===== config.mk =====
export PLATFORM = sky130hd
export DESIGN_NAME = sw_debounce
export DESIGN_NICKNAME = d
export VERILOG_FILES = /design/src/rtl/sw_debounce.sv
export SDC_FILE = /design/constraint.sdc
export NUM_CORES = 1
export LEC_CHECK = 0
export CAP_MARGIN = 20
export CORE_MARGIN = 2
export CORE_UTILIZATION = 40
export DETAILED_ROUTE_END_ITERATION = 8
export DONT_BUFFER_PORTS = 1
export PLACE_DENSITY_LB_ADDON = 0.2
export SLEW_MARGIN = 5
export SYNTH_ARGS = -nofsm -noshare
export SYNTH_HDL_FRONTEND = slang
export SYNTH_SLANG_ARGS = --single-unit

===== constraint.sdc =====
create_clock -name clk -period 2.1 [get_ports clk]
set_clock_uncertainty 0.05 [all_clocks]
set_input_delay 0.42 -clock clk [delete_from_list [all_inputs] [get_ports clk]]
set_output_delay 0.42 -clock clk [all_outputs]
set_load 0.05 [all_outputs]

===== src/rtl/sw_debounce.sv =====
// Two-flop synchroniser plus per-bit tick-qualified debouncer for the slide switches.
// Define SW_DEBOUNCE_EDGE_EN to build the registered sw_rise / sw_fall pulses; otherwise they are tied low.
module sw_debounce #(
    parameter int WIDTH        = 16,
    parameter int TICK_DIV     = 100000,
    parameter int STABLE_TICKS = 10
) (
    input  logic             clk,
    input  logic             rst_n,
    input  logic [WIDTH-1:0] sw_raw,
    output logic [WIDTH-1:0] sw_clean,
    output logic [WIDTH-1:0] sw_rise,
    output logic [WIDTH-1:0] sw_fall
);
    localparam int DIV_W = (TICK_DIV > 1) ? $clog2(TICK_DIV) : 1;
    localparam int CNT_W = $clog2(STABLE_TICKS + 1);
    localparam logic [DIV_W-1:0] DIV_LAST = DIV_W'(TICK_DIV - 1);
    localparam logic [CNT_W-1:0] CNT_LAST = CNT_W'(STABLE_TICKS - 1);

    logic [WIDTH-1:0]            s1_q, s1_d;
    logic [WIDTH-1:0]            sync_q, sync_d;
    logic [DIV_W-1:0]            div_q, div_d;
    logic [WIDTH-1:0][CNT_W-1:0] cnt_q, cnt_d;
    logic [WIDTH-1:0]            clean_q, clean_d;
    logic                        tick;

    assign tick = (div_q == DIV_LAST);

    always_comb begin
        s1_d   = sw_raw;
        sync_d = s1_q;
        div_d  = tick ? '0 : div_q + 1'b1;
    end

    // A bounce back to the accepted level restarts qualification even on a tick edge.
    always_comb begin
        clean_d = clean_q;
        cnt_d   = cnt_q;
        for (int i = 0; i < WIDTH; i++) begin
            if (sync_q[i] == clean_q[i]) begin
                cnt_d[i] = '0;
            end else if (tick && (cnt_q[i] == CNT_LAST)) begin
                clean_d[i] = sync_q[i];
                cnt_d[i]   = '0;
            end else if (tick) begin
                cnt_d[i] = cnt_q[i] + 1'b1;
            end
        end
    end

    always_ff @(posedge clk or negedge rst_n) begin
        if (!rst_n) begin
            s1_q    <= '0;
            sync_q  <= '0;
            div_q   <= '0;
            cnt_q   <= '0;
            clean_q <= '0;
        end else begin
            s1_q    <= s1_d;
            sync_q  <= sync_d;
            div_q   <= div_d;
            cnt_q   <= cnt_d;
            clean_q <= clean_d;
        end
    end

    assign sw_clean = clean_q;

`ifdef SW_DEBOUNCE_EDGE_EN
    logic [WIDTH-1:0] rise_q, rise_d;
    logic [WIDTH-1:0] fall_q, fall_d;

    // Derived from the next clean value so the pulse lands on the same edge as the update.
    always_comb begin
        rise_d = clean_d & ~clean_q;
        fall_d = ~clean_d & clean_q;
    end

    always_ff @(posedge clk or negedge rst_n) begin
        if (!rst_n) begin
            rise_q <= '0;
            fall_q <= '0;
        end else begin
            rise_q <= rise_d;
            fall_q <= fall_d;
        end
    end

    assign sw_rise = rise_q;
    assign sw_fall = fall_q;
`else
    assign sw_rise = '0;
    assign sw_fall = '0;
`endif
endmodule

==> impl_summary.md <==
Synthesis
The fraction of post-synthesis cell area in the top cell type by area is around half. The primary flip-flop cell chosen by synthesis mapping is sky130_fd_sc_hd__dfrtp_1. The arithmetic-cell share of the synthesized area counting full adders, half adders and majority gates is approximately 6.6%. After synthesis, the share of flip-flops with an asynchronous set or reset is between 90% and 100%.

In the synthesized netlist, the number of instances is 572. The number of different library cells used by synthesis comes to 37. The proportion of synthesized chip area in sequential cells is about 52%.

Summed over all instances, the cell type with the most area after synthesis is sky130_fd_sc_hd__dfrtp_1. The share of the synthesized area in compound gates (AO/OA/AOI/OAI) is 12.1%. The cell area that synthesis handed to floorplanning was 6230 µm². The share of synthesized cell area in and, or, nand and nor gates is between 15 and 20%.

The combinational family with the most area after synthesis is simple AND/OR/NAND/NOR gates. Measured against the total synthesized area, the mux share comes to 2.89%. A synthesized cell averages 10.9 µm². The number of warnings reported in the yosys synthesis log is 0.

The synthesized flop and latch total is ~130. The count of flip-flops with a built-in enable after synthesis is 0. The XOR/XNOR share of the synthesized area is under 10%. In the post-synthesis netlist, the biggest area contributors are sky130_fd_sc_hd__dfrtp_1, sky130_fd_sc_hd__ha_1, sky130_fd_sc_hd__a21oi_1.

Route
The number of iterations in the first detailed-routing pass is 4. In the routed layout, each cell is associated on average with a via count of 5.25. Dividing the detail-routed wire length by the instance count gives between 10 and 15 µm. The total wirelength of the detailed-routed design is ~11000 µm. The detailed-route via count is 4198. The number of remaining DRC errors is 0. The starting DRC count in detailed routing is between 200 and 250.

In this run the remaining antenna-violating nets after routing total 0.

GRT
The combined global-route utilization of all metal layers is approximately 15%. The pin count of the biggest net entering global routing is 130. The wire length of the first global-routing pass is between 15000 and 20000 µm.

The number of global-route vias before repair came to approximately 4200. The number of antenna violations at the first check in global routing came to 0. The total overflow left after global routing is 0.

Critical path
The required arrival time at the worst endpoint is 2.38 ns. The critical setup path kind is flop to flop. The critical path arrival is between 2 and 2.5 ns. The end of the worst register-to-register path is cnt_q[31]$_DFFE_PN0P_.

The reg2reg setup slack is between 0.1 and 0.15 ns. The reg-to-reg critical path startpoint is div_q[0]$_DFF_PN0_. The number of cells on the worst reg-to-reg path is 6. The biggest fanout along the worst timing path is 10. The critical path endpoint category is a flop. The type of origin of the critical path is a flop.

Hold path
The path class of the lowest-slack min-delay path is primary input to asynchronous set/reset pin.

Layout
Leaving out fill and tap cells, the most frequent cell in the layout is sky130_fd_sc_hd__dfrtp_1. 0 antenna diodes ended up in the layout. In the layout the commonest cells are sky130_fd_sc_hd__dfrtp_1, sky130_fd_sc_hd__nand2_1, sky130_fd_sc_hd__a21oi_1, sky130_fd_sc_hd__or3_1, sky130_fd_sc_hd__ha_1. The flip-flop and latch area is about 3200 µm². The share of final-layout standard cells stronger than drive strength 1 is between 10% and 20%. The total area of multi-input combinational cells is roughly 2700 µm². After routing the design area is around 7000 µm². The core utilization of the finished layout is a little under half. The finished layout holds 800 standard cells, fillers aside. The layout overhead on the synthesized area is 14.3%. The net count of the finished layout is between 600 and 700. The number of fillers in the final layout is between 1000 and 1500.

Clock network
The post-CTS repair timing setup buffer count is 0. The maximum clock insertion buffer count is 2. The clock insertion delay at the later pin of the skew report is 0.41 ns. The H-tree generated during clock tree synthesis spans 4 levels. After clock tree synthesis, the flow added hold-fix buffers numbering 16. TritonCTS built the clock tree. The CTS buffer count is 17. The tree built by TritonCTS fans out to ~130 sinks. The root buffer cell is sky130_fd_sc_hd__clkbuf_16.

After clock tree synthesis, the clock-pin slew on the worst setup and hold paths is 0.05 ns.

Place
The number of placed instances with taps included is approximately 750. The total half-perimeter wirelength after legalization and detailed placement is 7200 µm. The area after detailed placement is 6370 µm². The routability-driven placement congestion ratio is 0.772. During placement, the flow inserted port buffers numbering 0.

Timing
The clock period could shrink to 1.97 ns. Setup violations remaining at the end of the flow were counted as 0. Across all hold checks on the routed design, the worst slack comes to -0.339 ns. The count of final hold-check violations is between 100 and 150.

Adding up every negative setup slack in the final design gives 0 ns. Headroom to the max-slew limit came out at between 60 and 70%. The measured slew at the worst slew-check pin is 0.548 ns. The number of pins with negative max-slew slack in the final report is 0. Setup repair after global routing could not meet its margin everywhere. The final critical-path share of the clock period is between 90% and 100%. Based on the critical path, the design can be clocked at up to around 510 MHz.

Power and ir drop
The power per cell area is ~790 nW/µm². In this run the power spent charging and discharging nets is 1.14 mW. Across the VDD grid, the largest voltage drop is 0.000593 V. The internal portion of the total power is between 4 and 5 mW. The share of power burned in combinational logic is between 3 and 4%. The switching power as a share of total power is 20.4%. The clock network is responsible for between 50% and 60% of the overall power. The leakage power is between 3 and 4 nW.

The relative contribution of sequential cells to total power is between 40% and 50%.

Die
The count of pins on the block boundary is 66. For this configuration, the core starts out at a cell density of 41.0%. The area of the placeable core is 15200 µm². The cell row count is 45. The chip height is approximately 130 µm. Measured along the x axis, the die boundary spans roughly 130 µm.

The die covers 16600 µm².

Run status
The run finished, with violations left. The final reports fail on hold timing.

Run
Max-cap violations in this run came to 0.
-- power groups by stage --
| stage | logic (mW) | clock network [mW] | registers [mW] |
|---|---|---|---|
| after global routing | 0.188 | 3.08 | 2.54 |
| after floorplan | 0.194 | 0 | 2.57 |
| after global placement | 0.155 | 0 | 2.58 |
| after detailed placement | 0.155 | 0 | 2.58 |
| after CTS | 0.178 | 2.98 | 2.53 |
| final | 0.179 | 2.90 | 2.53 |
-- final cells by class --
class                      count  share of cell area (%)
sequential                   129                    45.3
multi-input combinational    393                    37.7
clock buffer                  25                    6.68
timing repair buffer          27                    3.81
tap                          188                    3.30
inverter                      32                    1.69
clock inverter                 6                    1.48
-- worst max path at each step --
stage / from / end / cells past startpoint / slack [ns]
finish: div_q[0]$_DFF_PN0_ / cnt_q[31]$_DFFE_PN0P_ / 6 / 0.13
global route: div_q[0]$_DFF_PN0_ / cnt_q[17]$_DFFE_PN0P_ / 6 / -0.009
CTS: div_q[0]$_DFF_PN0_ / cnt_q[38]$_DFFE_PN0P_ / 6 / 0.06
detailed placement: div_q[0]$_DFF_PN0_ / cnt_q[38]$_DFFE_PN0P_ / 6 / 0.07
global placement: div_q[0]$_DFF_PN0_ / cnt_q[2]$_DFFE_PN0P_ / 6 / 0.13
floorplan: div_q[0]$_DFF_PN0_ / cnt_q[38]$_DFFE_PN0P_ / 6 / 0.20
-- per-layer routing --
| metal | global-route usage, % | part of all wire [%] | vias to the layer above |
|---|---|---|---|
| met5 | 0 | 0 | - |
| met3 | 4.41 | 4.3 | 15 |
| met4 | 6.52 | 1.7 | 0 |
| met1 | 18.3 | 46 | 2074 |
| li1 | - | - | 2031 |
| met2 | 23.8 | 48 | 78 |
-- per-stage QoR --
stage	power, mW	worst slack, ns
4_1_cts	5.69	0.0607
5_1_grt	5.81	-0.00852
3_3_place_gp	2.73	0.129
2_1_floorplan	2.77	0.202
3_5_place_dp	2.73	0.0696
6_report	5.61	0.126
-- registers in the layout, indices dropped and copies added, names as in the netlist --
name	flops
sync_q	16
div_q	17
s1_q	16
cnt_q	64
sw_clean	16
-- kinds of logic (layout without fill, tap and decap cells) --
group,after synthesis,in the layout
AO/OA/AOI/OAI,115,115
XOR/XNOR,29,29
adder cells (fa/ha/maj),33,33
buffers and inverters,81,90
flip-flops,129,129
multiplexers,16,16
other,1,32
AND/OR/NAND/NOR,168,168
-- timing repair --
item,CTS,global route
endpoints found under the setup margin,0,50
hold endpoints to repair,145,129
gates resized for setup,0,3
-- worst max-delay path, stage by stage, from the launching register on --
cell                      delay (ns)
sky130_fd_sc_hd__dfrtp_1        0.38
sky130_fd_sc_hd__ha_1           0.18
sky130_fd_sc_hd__and4_2         0.31
sky130_fd_sc_hd__nand4_4        0.12
sky130_fd_sc_hd__buf_4          0.19
sky130_fd_sc_hd__or4b_1         0.50
sky130_fd_sc_hd__a31oi_1        0.18
-- cell usage after synthesis, types with 2 or more instances --
master / instances
sky130_fd_sc_hd__a31o_2: 16
sky130_fd_sc_hd__nand4_1: 6
sky130_fd_sc_hd__buf_4: 32
sky130_fd_sc_hd__or3_1: 34
sky130_fd_sc_hd__nor4_1: 2
sky130_fd_sc_hd__nand3_1: 7
sky130_fd_sc_hd__xor2_1: 2
sky130_fd_sc_hd__xnor2_1: 27
sky130_fd_sc_hd__nor3_1: 3
sky130_fd_sc_hd__clkbuf_1: 9
sky130_fd_sc_hd__a311oi_1: 15
sky130_fd_sc_hd__buf_2: 6
sky130_fd_sc_hd__nand2_1: 61
sky130_fd_sc_hd__ha_1: 33
sky130_fd_sc_hd__and3b_1: 11
sky130_fd_sc_hd__and4_1: 2
sky130_fd_sc_hd__or4_1: 16
sky130_fd_sc_hd__and4bb_2: 2
sky130_fd_sc_hd__a21oi_1: 50
sky130_fd_sc_hd__a41oi_1: 15
sky130_fd_sc_hd__nor2_1: 17
sky130_fd_sc_hd__dfrtp_1: 129
sky130_fd_sc_hd__mux2_2: 16
sky130_fd_sc_hd__o21ai_0: 17
sky130_fd_sc_hd__inv_1: 32
No activity file was read; power rests on OpenSTA's default activity.
